$ cat config.mk
export PLATFORM = sky130hd
export DESIGN_NAME = udp_frame_packer
export DESIGN_NICKNAME = d
export VERILOG_FILES = /design/src/rtl/udp_frame_packer.sv
export SDC_FILE = /design/constraint.sdc
export NUM_CORES = 1
export LEC_CHECK = 0
export CORE_UTILIZATION = 45
export CTS_CLUSTER_DIAMETER = 60
export DETAILED_ROUTE_END_ITERATION = 10
export PLACE_DENSITY = 0.65
export SETUP_SLACK_MARGIN = 0.1
export SYNTH_ARGS = -nofsm -noshare
export SYNTH_HDL_FRONTEND = slang
export SYNTH_SLANG_ARGS = --single-unit
$ cat constraint.sdc
create_clock -name clk -period 2.55 [get_ports clk]
set_input_delay 0.255 -clock clk [delete_from_list [all_inputs] [get_ports clk]]
set_output_delay 0.255 -clock clk [all_outputs]
set_load 0.01 [all_outputs]
$ cat src/rtl/udp_frame_packer.sv
// udp_frame_packer
//   Turns the UDP payload byte stream from the RMII receive path into 16-bit
//   pixel words for the frame-buffer write port. Each packet carries one image
//   line: a big-endian 16-bit line index followed by PKT_SIZE pixel pairs,
//   low byte (picture 0) first. The line sequence is tracked. Short lines are
//   zero-padded so that the frame geometry stays intact. The start of every
//   frame is marked with wr_load.
//
// Ports
//   clk        receive-domain clock
//   rst_n      asynchronous active-low reset
//   in_valid   payload byte valid (no backpressure)
//   in_data    payload byte
//   in_sop     first byte of a payload
//   in_eop     last byte of a payload
//   wr_en      pixel word strobe
//   wr_data    {picture1 byte, picture0 byte}
//   wr_load    one-cycle frame-start pulse (frame buffer address reload)
//   frame_done one-cycle pulse with the last word of line LINES-1
//   locked     line sequence is being tracked
//   err_cnt    saturating protocol error count
//
// State | meaning
//   IDLE  | waiting for a start-of-payload byte (the line index high byte)
//   HDR0  | transient; never held, falls straight back to IDLE
//   HDR1  | waiting for the line index low byte, then checking the line
//   DATA  | collecting pixel byte pairs into words
//   PAD   | emitting zero words to complete a short line
//   DROP  | discarding bytes until end of payload
module udp_frame_packer #(
  parameter int PKT_SIZE = 480,
  parameter int LINES    = 360,
  parameter int ERR_W    = 8
) (
  input  logic             clk,
  input  logic             rst_n,
  input  logic             in_valid,
  input  logic [7:0]       in_data,
  input  logic             in_sop,
  input  logic             in_eop,
  output logic             wr_en,
  output logic [15:0]      wr_data,
  output logic             wr_load,
  output logic             frame_done,
  output logic             locked,
  output logic [ERR_W-1:0] err_cnt
);

  localparam int             WCW       = $clog2(PKT_SIZE + 1);
  localparam logic [WCW-1:0] LAST_WORD = WCW'(PKT_SIZE - 1);
  localparam logic [15:0]    LINES_W   = 16'(LINES);
  localparam logic [15:0]    LAST_LINE = 16'(LINES - 1);

  typedef enum logic [2:0] {IDLE, HDR0, HDR1, DATA, PAD, DROP} state_t;

  state_t             state_q, state_d;
  logic [15:0]        line_q, line_d;
  logic [15:0]        exp_line_q, exp_line_d;
  logic [WCW-1:0]     word_cnt_q, word_cnt_d;
  logic [7:0]         lo_q, lo_d;
  logic               phase_q, phase_d;
  logic               locked_q, locked_d;
  logic [ERR_W-1:0]   err_cnt_q, err_cnt_d;
  logic               wr_en_q, wr_en_d;
  logic [15:0]        wr_data_q, wr_data_d;
  logic               wr_load_q, wr_load_d;
  logic               frame_done_q, frame_done_d;

  logic               err_inc;
  logic               line_end;
  logic [15:0]        hdr_line;

  always_ff @(posedge clk or negedge rst_n) begin
    if (!rst_n) begin
      state_q      <= IDLE;
      line_q       <= '0;
      exp_line_q   <= '0;
      word_cnt_q   <= '0;
      lo_q         <= '0;
      phase_q      <= 1'b0;
      locked_q     <= 1'b0;
      err_cnt_q    <= '0;
      wr_en_q      <= 1'b0;
      wr_data_q    <= '0;
      wr_load_q    <= 1'b0;
      frame_done_q <= 1'b0;
    end else begin
      state_q      <= state_d;
      line_q       <= line_d;
      exp_line_q   <= exp_line_d;
      word_cnt_q   <= word_cnt_d;
      lo_q         <= lo_d;
      phase_q      <= phase_d;
      locked_q     <= locked_d;
      err_cnt_q    <= err_cnt_d;
      wr_en_q      <= wr_en_d;
      wr_data_q    <= wr_data_d;
      wr_load_q    <= wr_load_d;
      frame_done_q <= frame_done_d;
    end
  end

  always_comb begin
    state_d      = state_q;
    line_d       = line_q;
    exp_line_d   = exp_line_q;
    word_cnt_d   = word_cnt_q;
    lo_d         = lo_q;
    phase_d      = phase_q;
    locked_d     = locked_q;
    wr_en_d      = 1'b0;
    wr_data_d    = wr_data_q;
    wr_load_d    = 1'b0;
    frame_done_d = 1'b0;
    err_inc      = 1'b0;
    line_end     = 1'b0;
    hdr_line     = {line_q[15:8], in_data};

    // A new start-of-payload inside a line abandons that line outright;
    // no padding is emitted for it.
    if (in_valid && in_sop &&
        (state_q == HDR1 || state_q == DATA || state_q == PAD || state_q == DROP)) begin
      err_inc  = 1'b1;
      locked_d = 1'b0;
      line_d   = {in_data, 8'h00};
      state_d  = HDR1;
    end else begin
      unique case (state_q)
        IDLE: begin
          if (in_valid && in_sop) begin
            if (in_eop) begin
              err_inc = 1'b1;
            end else begin
              line_d  = {in_data, 8'h00};
              state_d = HDR1;
            end
          end
        end
        HDR0: state_d = IDLE;
        HDR1: begin
          if (in_valid) begin
            line_d = hdr_line;
            if (in_eop) begin
              err_inc = 1'b1;
              state_d = IDLE;
            end else if (hdr_line >= LINES_W) begin
              err_inc  = 1'b1;
              locked_d = 1'b0;
              state_d  = DROP;
            end else if (hdr_line == 16'd0) begin
              // Line 0 always (re)locks and restarts the frame buffer address.
              wr_load_d  = 1'b1;
              locked_d   = 1'b1;
              word_cnt_d = '0;
              phase_d    = 1'b0;
              state_d    = DATA;
            end else if (locked_q && hdr_line == exp_line_q) begin
              word_cnt_d = '0;
              phase_d    = 1'b0;
              state_d    = DATA;
            end else begin
              // Out-of-sequence lines only count as errors while locked.
              err_inc  = locked_q;
              locked_d = 1'b0;
              state_d  = DROP;
            end
          end
        end
        DATA: begin
          if (in_valid) begin
            if (!phase_q) begin
              lo_d    = in_data;
              phase_d = 1'b1;
              if (in_eop) begin
                // The dangling low byte is dropped; padding fills the line.
                err_inc = 1'b1;
                state_d = PAD;
              end
            end else begin
              wr_en_d    = 1'b1;
              wr_data_d  = {in_data, lo_q};
              phase_d    = 1'b0;
              word_cnt_d = word_cnt_q + WCW'(1);
              if (word_cnt_q == LAST_WORD) begin
                line_end = 1'b1;
                if (in_eop) begin
                  state_d = IDLE;
                end else begin
                  err_inc = 1'b1;
                  state_d = DROP;
                end
              end else if (in_eop) begin
                err_inc = 1'b1;
                state_d = PAD;
              end
            end
          end
        end
        PAD: begin
          wr_en_d    = 1'b1;
          wr_data_d  = '0;
          word_cnt_d = word_cnt_q + WCW'(1);
          if (word_cnt_q == LAST_WORD) begin
            line_end = 1'b1;
            state_d  = IDLE;
          end
        end
        DROP: begin
          if (in_valid && in_eop) state_d = IDLE;
        end
        default: state_d = IDLE;
      endcase
    end

    if (line_end) begin
      frame_done_d = (line_q == LAST_LINE);
      exp_line_d   = (line_q == LAST_LINE) ? 16'd0 : line_q + 16'd1;
    end

    err_cnt_d = (err_inc && err_cnt_q != {ERR_W{1'b1}}) ? err_cnt_q + ERR_W'(1) : err_cnt_q;
  end

  assign wr_en      = wr_en_q;
  assign wr_data    = wr_data_q;
  assign wr_load    = wr_load_q;
  assign frame_done = frame_done_q;
  assign locked     = locked_q;
  assign err_cnt    = err_cnt_q;

endmodule
==> results of run 1 <==
## routing by layer
metal	wire length (um)	global-route usage (%)
met1	4660	30.4
met2	4820	35.3
met3	265	4.26
met4	117	6.43
met5	0	0
## where the power goes
part           total (mW)  internal (mW)  switching, mW
Clock               0.975          0.483          0.493
Combinational        1.61          0.767          0.843
Sequential           1.98           1.60          0.381
Total                4.57           2.85           1.72
## cell usage in the layout (no fill, tap or decap), types with 2 or more instances in the layout
cell type        instances
nand2_1                112
dfrtp_1                 81
o21ai_0                 43
clkdlybuf4s50_1         39
xor2_1                  27
nand3_1                 26
buf_4                   22
mux2_2                  15
nor2_1                  14
clkbuf_8                10
inv_1                    9
o31ai_1                  9
nor3_1                   8
nor4_1                   7
a21o_1                   7
and3_1                   6
or3_1                    5
a21oi_1                  5
xnor2_1                  5
or2_2                    4
nand4_1                  4
nand2b_1                 3
o22ai_1                  3
a211oi_1                 3
ha_1                     3
nand2_2                  2
o21ai_2                  2
or4_1                    2
and2_1                   2
nor2b_1                  2
and2_2                   2
o211ai_1                 2
a21oi_2                  2
a21boi_1                 2
inv_6                    2
## synth_stat cells, types with 4 or more instances
cell type / instances / area, sq um
a21oi_1: 5 / 25.0
nor2_1: 14 / 52.6
xnor2_1: 5 / 43.8
nor4_1: 7 / 43.8
inv_1: 9 / 33.8
and3_1: 6 / 37.5
a21o_1: 7 / 52.6
xor2_1: 27 / 236
o21ai_0: 43 / 215
clkbuf_1: 9 / 33.8
nand2_1: 113 / 424
or2_2: 4 / 25.0
nand3_1: 26 / 130
clkbuf_2: 4 / 20.0
or3_1: 5 / 31.3
mux2_2: 15 / 169
nor3_1: 8 / 40.0
o31ai_1: 9 / 67.6
nand4_1: 4 / 25.0
buf_2: 9 / 45.0
dfrtp_1: 81 / 2030
## logic make-up after synthesis
kind of cell               after synthesis  synth area share (%)
DFF                                     81                  47.9
xor gates and xnor gates                32                  6.62
buffers and inverters                   32                  3.22
AOI/OAI and AO/OA                       93                  14.5
adders and majority gates                3                 0.886
and+or+nand+nor                        206                  22.9
muxes                                   15                  3.99
## worst max path at each step
stage	startpoint	end	slack [ns]
2_1_floorplan	word_cnt_q[0]	err_cnt[7]	0.49
3_3_place_gp	in_data[5]	word_cnt_q[0]	-0.04
3_5_place_dp	in_data[5]	word_cnt_q[0]	-0.02
4_1_cts	word_cnt_q[0]	err_cnt[7]	0.22
5_1_grt	state_q[1]	err_cnt[7]	0.12
6_report	state_q[1]	err_cnt[7]	0.27
## flip-flops by register name, summed over array words and instances, names as in the netlist
register	cells
word_cnt_q	9
wr_load	1
lo_q	8
exp_line_q	16
wr_data	16
state_q	3
err_cnt	8
wr_en	1
phase_q	1
line_q	16
frame_done	1
locked	1
## through the flow
stage               utilization (%)  hold slack (ns)
finish                         55.1            0.414
global placement               52.7            0.274
floorplan                         -          -0.0406
CTS                            55.0            0.426
detailed placement             52.7            0.285
global route                   55.1            0.467
## critical path: cells and delay by family, from the launching register on
family | cells | cell delay [ns]
AOI/OAI and AO/OA | 2 | 0.45
muxes | 1 | 0.36
and+or+nand+nor | 3 | 0.80
DFF | 1 | 0.56
## cell type report
cell class              instances  area share (%)
clock inverters                 5            1.26
clock buffers                  10            2.72
inverters                      10           0.741
flip-flops and latches         81            40.0
repair buffers                 63            11.6
well taps                     111            2.74
multi-input cells             349            41.0
## what timing repair did
item                       4_1_cts  5_1_grt
resized for setup                0        1
buffers inserted                 0        1
setup endpoints to repair        0       12
hold endpoints to repair        39        0
hold buffers                     1        0
==> flow_metrics.env, run 1 <==
export IMPL_ff2ff_setup_slack_ns=0.27
export IMPL_power_density_nw_per_um2=901
export IMPL_nFillCells=857
export IMPL_drc=0
export IMPL_path_class="register to register"
export IMPL_crit_path_max_fanout=13
export IMPL_syn_area_sq_um=4240
export IMPL_final_max_slew_viol_count=0
export IMPL_final_setup_tns_ns=0
export IMPL_vias=3410
export IMPL_io_buffers=40
export IMPL_syn_instance_count=462
export IMPL_reg2reg_to="err_cnt[7]"
export IMPL_layout_drive_gt1_share_pct=14.3
export IMPL_numCtsBuffers=9
export IMPL_fp_dieH_um=99.0
export IMPL_viasPerCell=5.42
export IMPL_power_mw=4.57
export IMPL_synth_warnings=0
export IMPL_worst_slack_ns=0.269
export IMPL_grt_pass1_wl_mm=16.7
export IMPL_ant_nets=0
export IMPL_multi_input_area_sq_um=2080
export IMPL_wl_per_cell_um=15.7
export IMPL_fin_skew_ns=0.0157
export IMPL_post_route_period_util_pct=89.4
export IMPL_dr_pass1_iters=5
export IMPL_yosysSeqAreaShare_pct=47.9
export IMPL_dp_hpwl_mm=7.16
export IMPL_clk_pin_slew_ns=0.09
export IMPL_end_kind="register"
export IMPL_dieArea_sq_um=9800
export IMPL_grt_max_degree=43
export IMPL_start_kind="register"
export IMPL_grt_pass1_vias=3287
export IMPL_clock_sink_count=81
export IMPL_max_stage_delay_ns=0.56
export IMPL_cts_tree="done"
export IMPL_synth_ff_type="dfrtp_1"
export IMPL_max_freq_ghz=0.438
export IMPL_tightest_slew_ns=0.866
export IMPL_max_slew_margin_pct=41.9
export IMPL_antennaDiodeCount=0
export IMPL_avgSynthCellArea_sq_um=9.17
export IMPL_async_flop_share_pct=100
export IMPL_worst_ep_arrival_time_ns=2.52
export IMPL_fin_cells=629
export IMPL_antenna_found_initial=0
export IMPL_synth_distinct_cells=57
export IMPL_dpl_cell_area_sq_um=4850
export IMPL_ys_ff_latch=81
export IMPL_cp_required_ns=2.79
export IMPL_crit_chain="nor2b_1 > nand2_1 > nor3_1 > a221oi_4 > a211oi_1 > mux2_2"
export IMPL_gp_congestion=0.882
export IMPL_min_period_ns=2.28
export IMPL_rows=35
export IMPL_status="complete, no violations"
export IMPL_nets=530
export IMPL_cts_root_buf="clkbuf_8"
export IMPL_post_place_ws_ns=-0.0212
export IMPL_clk_latency_ns=0.36
export IMPL_p_leak_nw=2.30
export IMPL_grt_overflow_total=0
export IMPL_synth_net_count=478
export IMPL_drtIter0Drc=197
export IMPL_dieWidth_um=99.0
export IMPL_pin_count=41
export IMPL_hp_class="input port to async pin"
export IMPL_seq_area_sq_um=2030
export IMPL_wirelength_mm=9.87
export IMPL_rsz0062_at_grt="no"
export IMPL_maxCapViolCount=0
export IMPL_start_util_pct=46.1
export IMPL_place_inst=612
export IMPL_hold_viol=0
export IMPL_grt_usage_pct=22.0
export IMPL_cts_buffer_depth=2
export IMPL_core_area_sq_um=9200
export IMPL_ir_worst_vdd_mv=0.470
export IMPL_rr_startpoint="state_q[1]"
export IMPL_synthToLayoutAreaGrowth_pct=19.7
export IMPL_ff2ff_path_depth=6
export IMPL_synth_edff_count=0
export IMPL_crit_slowest_cell="dfrtp_1"
export IMPL_setup_viol=0
export IMPL_cts_max_level=3
export IMPL_design_area_sq_um=5070
Power figures use the tool's default switching activity.
==> inputs of run 2 (changes only) <==
CORE_UTILIZATION = 35   (was 45)
PLACE_DENSITY = default   (was 0.65)
==> flow_metrics.env, run 2 (synthesis results as in run 1) <==
export IMPL_antennaDiodeCount=0
export IMPL_max_stage_delay_ns=0.52
export IMPL_vias=3505
export IMPL_post_route_period_util_pct=90.2
export IMPL_ff2ff_path_depth=6
export IMPL_drtIter0Drc=197
export IMPL_grt_pass1_vias=3458
export IMPL_ant_nets=0
export IMPL_cp_required_ns=2.76
export IMPL_ir_worst_vdd_mv=0.340
export IMPL_internal_power_mw=3.24
export IMPL_grt_pass1_wl_mm=17.4
export IMPL_final_max_slew_viol_count=0
export IMPL_end_kind="register"
export IMPL_cts_hold_buf=0
export IMPL_path_buf_inv=1
export IMPL_post_place_ws_ns=-0.0127
export IMPL_path_class="input port to register"
export IMPL_maxCapViolCount=0
export IMPL_max_freq_ghz=0.435
export IMPL_combPwrFrac_pct=31.9
export IMPL_wl_per_cell_um=15.8
export IMPL_crit_chain="clkdlybuf4s50_1 > xor2_1 > nor4_1 > nand4_1 > o311a_2 > a311oi_1 > o21bai_1"
export IMPL_clk_pin_slew_ns=0.06
export IMPL_final_common_cell="nand2_1"
export IMPL_wl_met2_mm=4.86
export IMPL_final_cell_mix="nand2_1 (113), dfrtp_1 (81), o21ai_0 (43)"
export IMPL_viasPerCell=5.31
export IMPL_path_delay_family="compound AO/OA/AOI/OAI gates"
export IMPL_crit_slowest_cell="clkdlybuf4s50_1"
export IMPL_tightest_slew_ns=1.05
export IMPL_core_area_sq_um=11600
export IMPL_cp_depth=7
export IMPL_drc=4
export IMPL_drt_met1_wl_mm=4.99
export IMPL_critPathLaunch="in_data[3]"
export IMPL_gp_congestion=0.916
export IMPL_dieArea_sq_um=12500
export IMPL_synthToLayoutAreaGrowth_pct=23.0
export IMPL_p_seq_share_pct=40.1
export IMPL_fp_dieH_um=112
export IMPL_max_slew_margin_pct=29.7
export IMPL_post_cts_repair_setup_buffers=0
export IMPL_status="finished with violations"
export IMPL_start_kind="input port"
export IMPL_clk_latency_ns=0.34
export IMPL_worst_slack_ns=0.249
export IMPL_p_switching_mw=1.76
export IMPL_dp_hpwl_mm=7.50
export IMPL_rsz0062_at_grt="no"
export IMPL_nets=528
export IMPL_violations="DRC, hold timing"
export IMPL_grt_overflow_total=0
export IMPL_dr_pass1_iters=10
export IMPL_fin_skew_ns=0.00455
export IMPL_switching_share_pct=35.2
export IMPL_rows=39
export IMPL_hold_viol=23
export IMPL_worst_ep_arrival_time_ns=2.51
export IMPL_grt_usage_pct=17.7
export IMPL_power_frac_clock_pct=27.9
export IMPL_setup_viol=0
export IMPL_cts_max_level=3
export IMPL_hp_class="input port to async pin"
export IMPL_wirelength_mm=10.4
export IMPL_io_buffers=40
export IMPL_holdWs_ns=-0.0110
export IMPL_dieWidth_um=112
export IMPL_numCtsBuffers=9
export IMPL_grt_max_degree=56
export IMPL_power_density_nw_per_um2=961
export IMPL_reg2reg_to="state_q[2]"
export IMPL_start_util_pct=36.5
export IMPL_rr_startpoint="line_q[15]"
export IMPL_min_period_ns=2.30
export IMPL_clock_sink_count=81
export IMPL_highest_layer="met4"
export IMPL_endpoint="state_q[2]"
export IMPL_cts_tree="done"
export IMPL_wl_met3_um=477
export IMPL_ff2ff_setup_slack_ns=0.26
export IMPL_pin_count=41
export IMPL_p_leak_nw=2.35
export IMPL_crit_path_max_fanout=4
export IMPL_ctsResizeCount=0
export IMPL_cts_root_buf="clkbuf_16"
export IMPL_cts_buffer_depth=2
export IMPL_antenna_found_initial=0
export IMPL_layout_drive_gt1_share_pct=13.9
export IMPL_finish_utilization_pct=44.9
-- run 2: cell count changes in the layout (fill, tap and decap cells not counted) --
cell,before,now
clkbuf_16,0,9
buf_4,22,21
clkbuf_1,0,1
clkinvlp_4,1,0
nand2_1,112,113
clkinv_2,0,2
nand2_2,2,1
clkbuf_8,10,1
dlygate4sd3_1,1,0
inv_6,2,0
bufinv_16,1,2
-- run 2: how the worst min path moves through the flow --
stage	endpoint	from	slack, ns	cells after the start
floorplan	err_cnt[0]	rst_n	-0.04	0
global placement	wr_data[0]	rst_n	0.36	1
detailed placement	wr_data[6]	rst_n	0.37	1
CTS	wr_data[6]	rst_n	0.008	1
global route	wr_data[6]	rst_n	0.04	1
finish	wr_data[6]	rst_n	-0.01	1
-- run 2: cell type report --
type,count,area [sq um]
clock buffers,11,243
clock inverters,5,78.8
fillers,1134,6400
inverters,10,37.5
multi-input cells,349,2080
flip-flops and latches,81,2030
well taps,143,179
repair buffers,61,568
-- run 2: power by group through the flow --
stage	Clock [mW]	Combinational [mW]	Sequential, mW
2_1_floorplan	0	1.00	1.96
3_3_place_gp	0	1.58	2.00
3_5_place_dp	0	1.61	2.02
4_1_cts	1.43	1.61	2.00
5_1_grt	1.48	1.78	2.07
6_report	1.40	1.60	2.01
-- run 2: per-layer routing --
metal  vias up  track usage, %
li1       1706               -
met1      1697            24.0
met2        90            27.9
met3        12            4.63
met4         0            4.98
met5         -               0
-- run 2: per-stage QoR --
stage | instance area [sq um] | hold WS [ns] | std cells | total power, mW | setup TNS (ns)
3_3_place_gp | 4880 | 0.362 | 643 | 3.58 | 0
3_5_place_dp | 4880 | 0.368 | 643 | 3.63 | -0.0230
2_1_floorplan | 4240 | -0.0406 | 462 | 2.96 | 0
5_1_grt | 5210 | 0.0395 | 660 | 5.33 | 0
4_1_cts | 5200 | 0.00825 | 659 | 5.04 | 0
6_report | 5210 | -0.0110 | 660 | 5.01 | 0
-- run 2: worst register-to-register path, stage by stage, from the launching register on --
cell      delay, ns
dfrtp_1        0.43
xor2_1         0.20
nor4_1         0.42
nand4_1        0.32
o311a_2        0.42
a311oi_1       0.28
o21bai_1       0.11
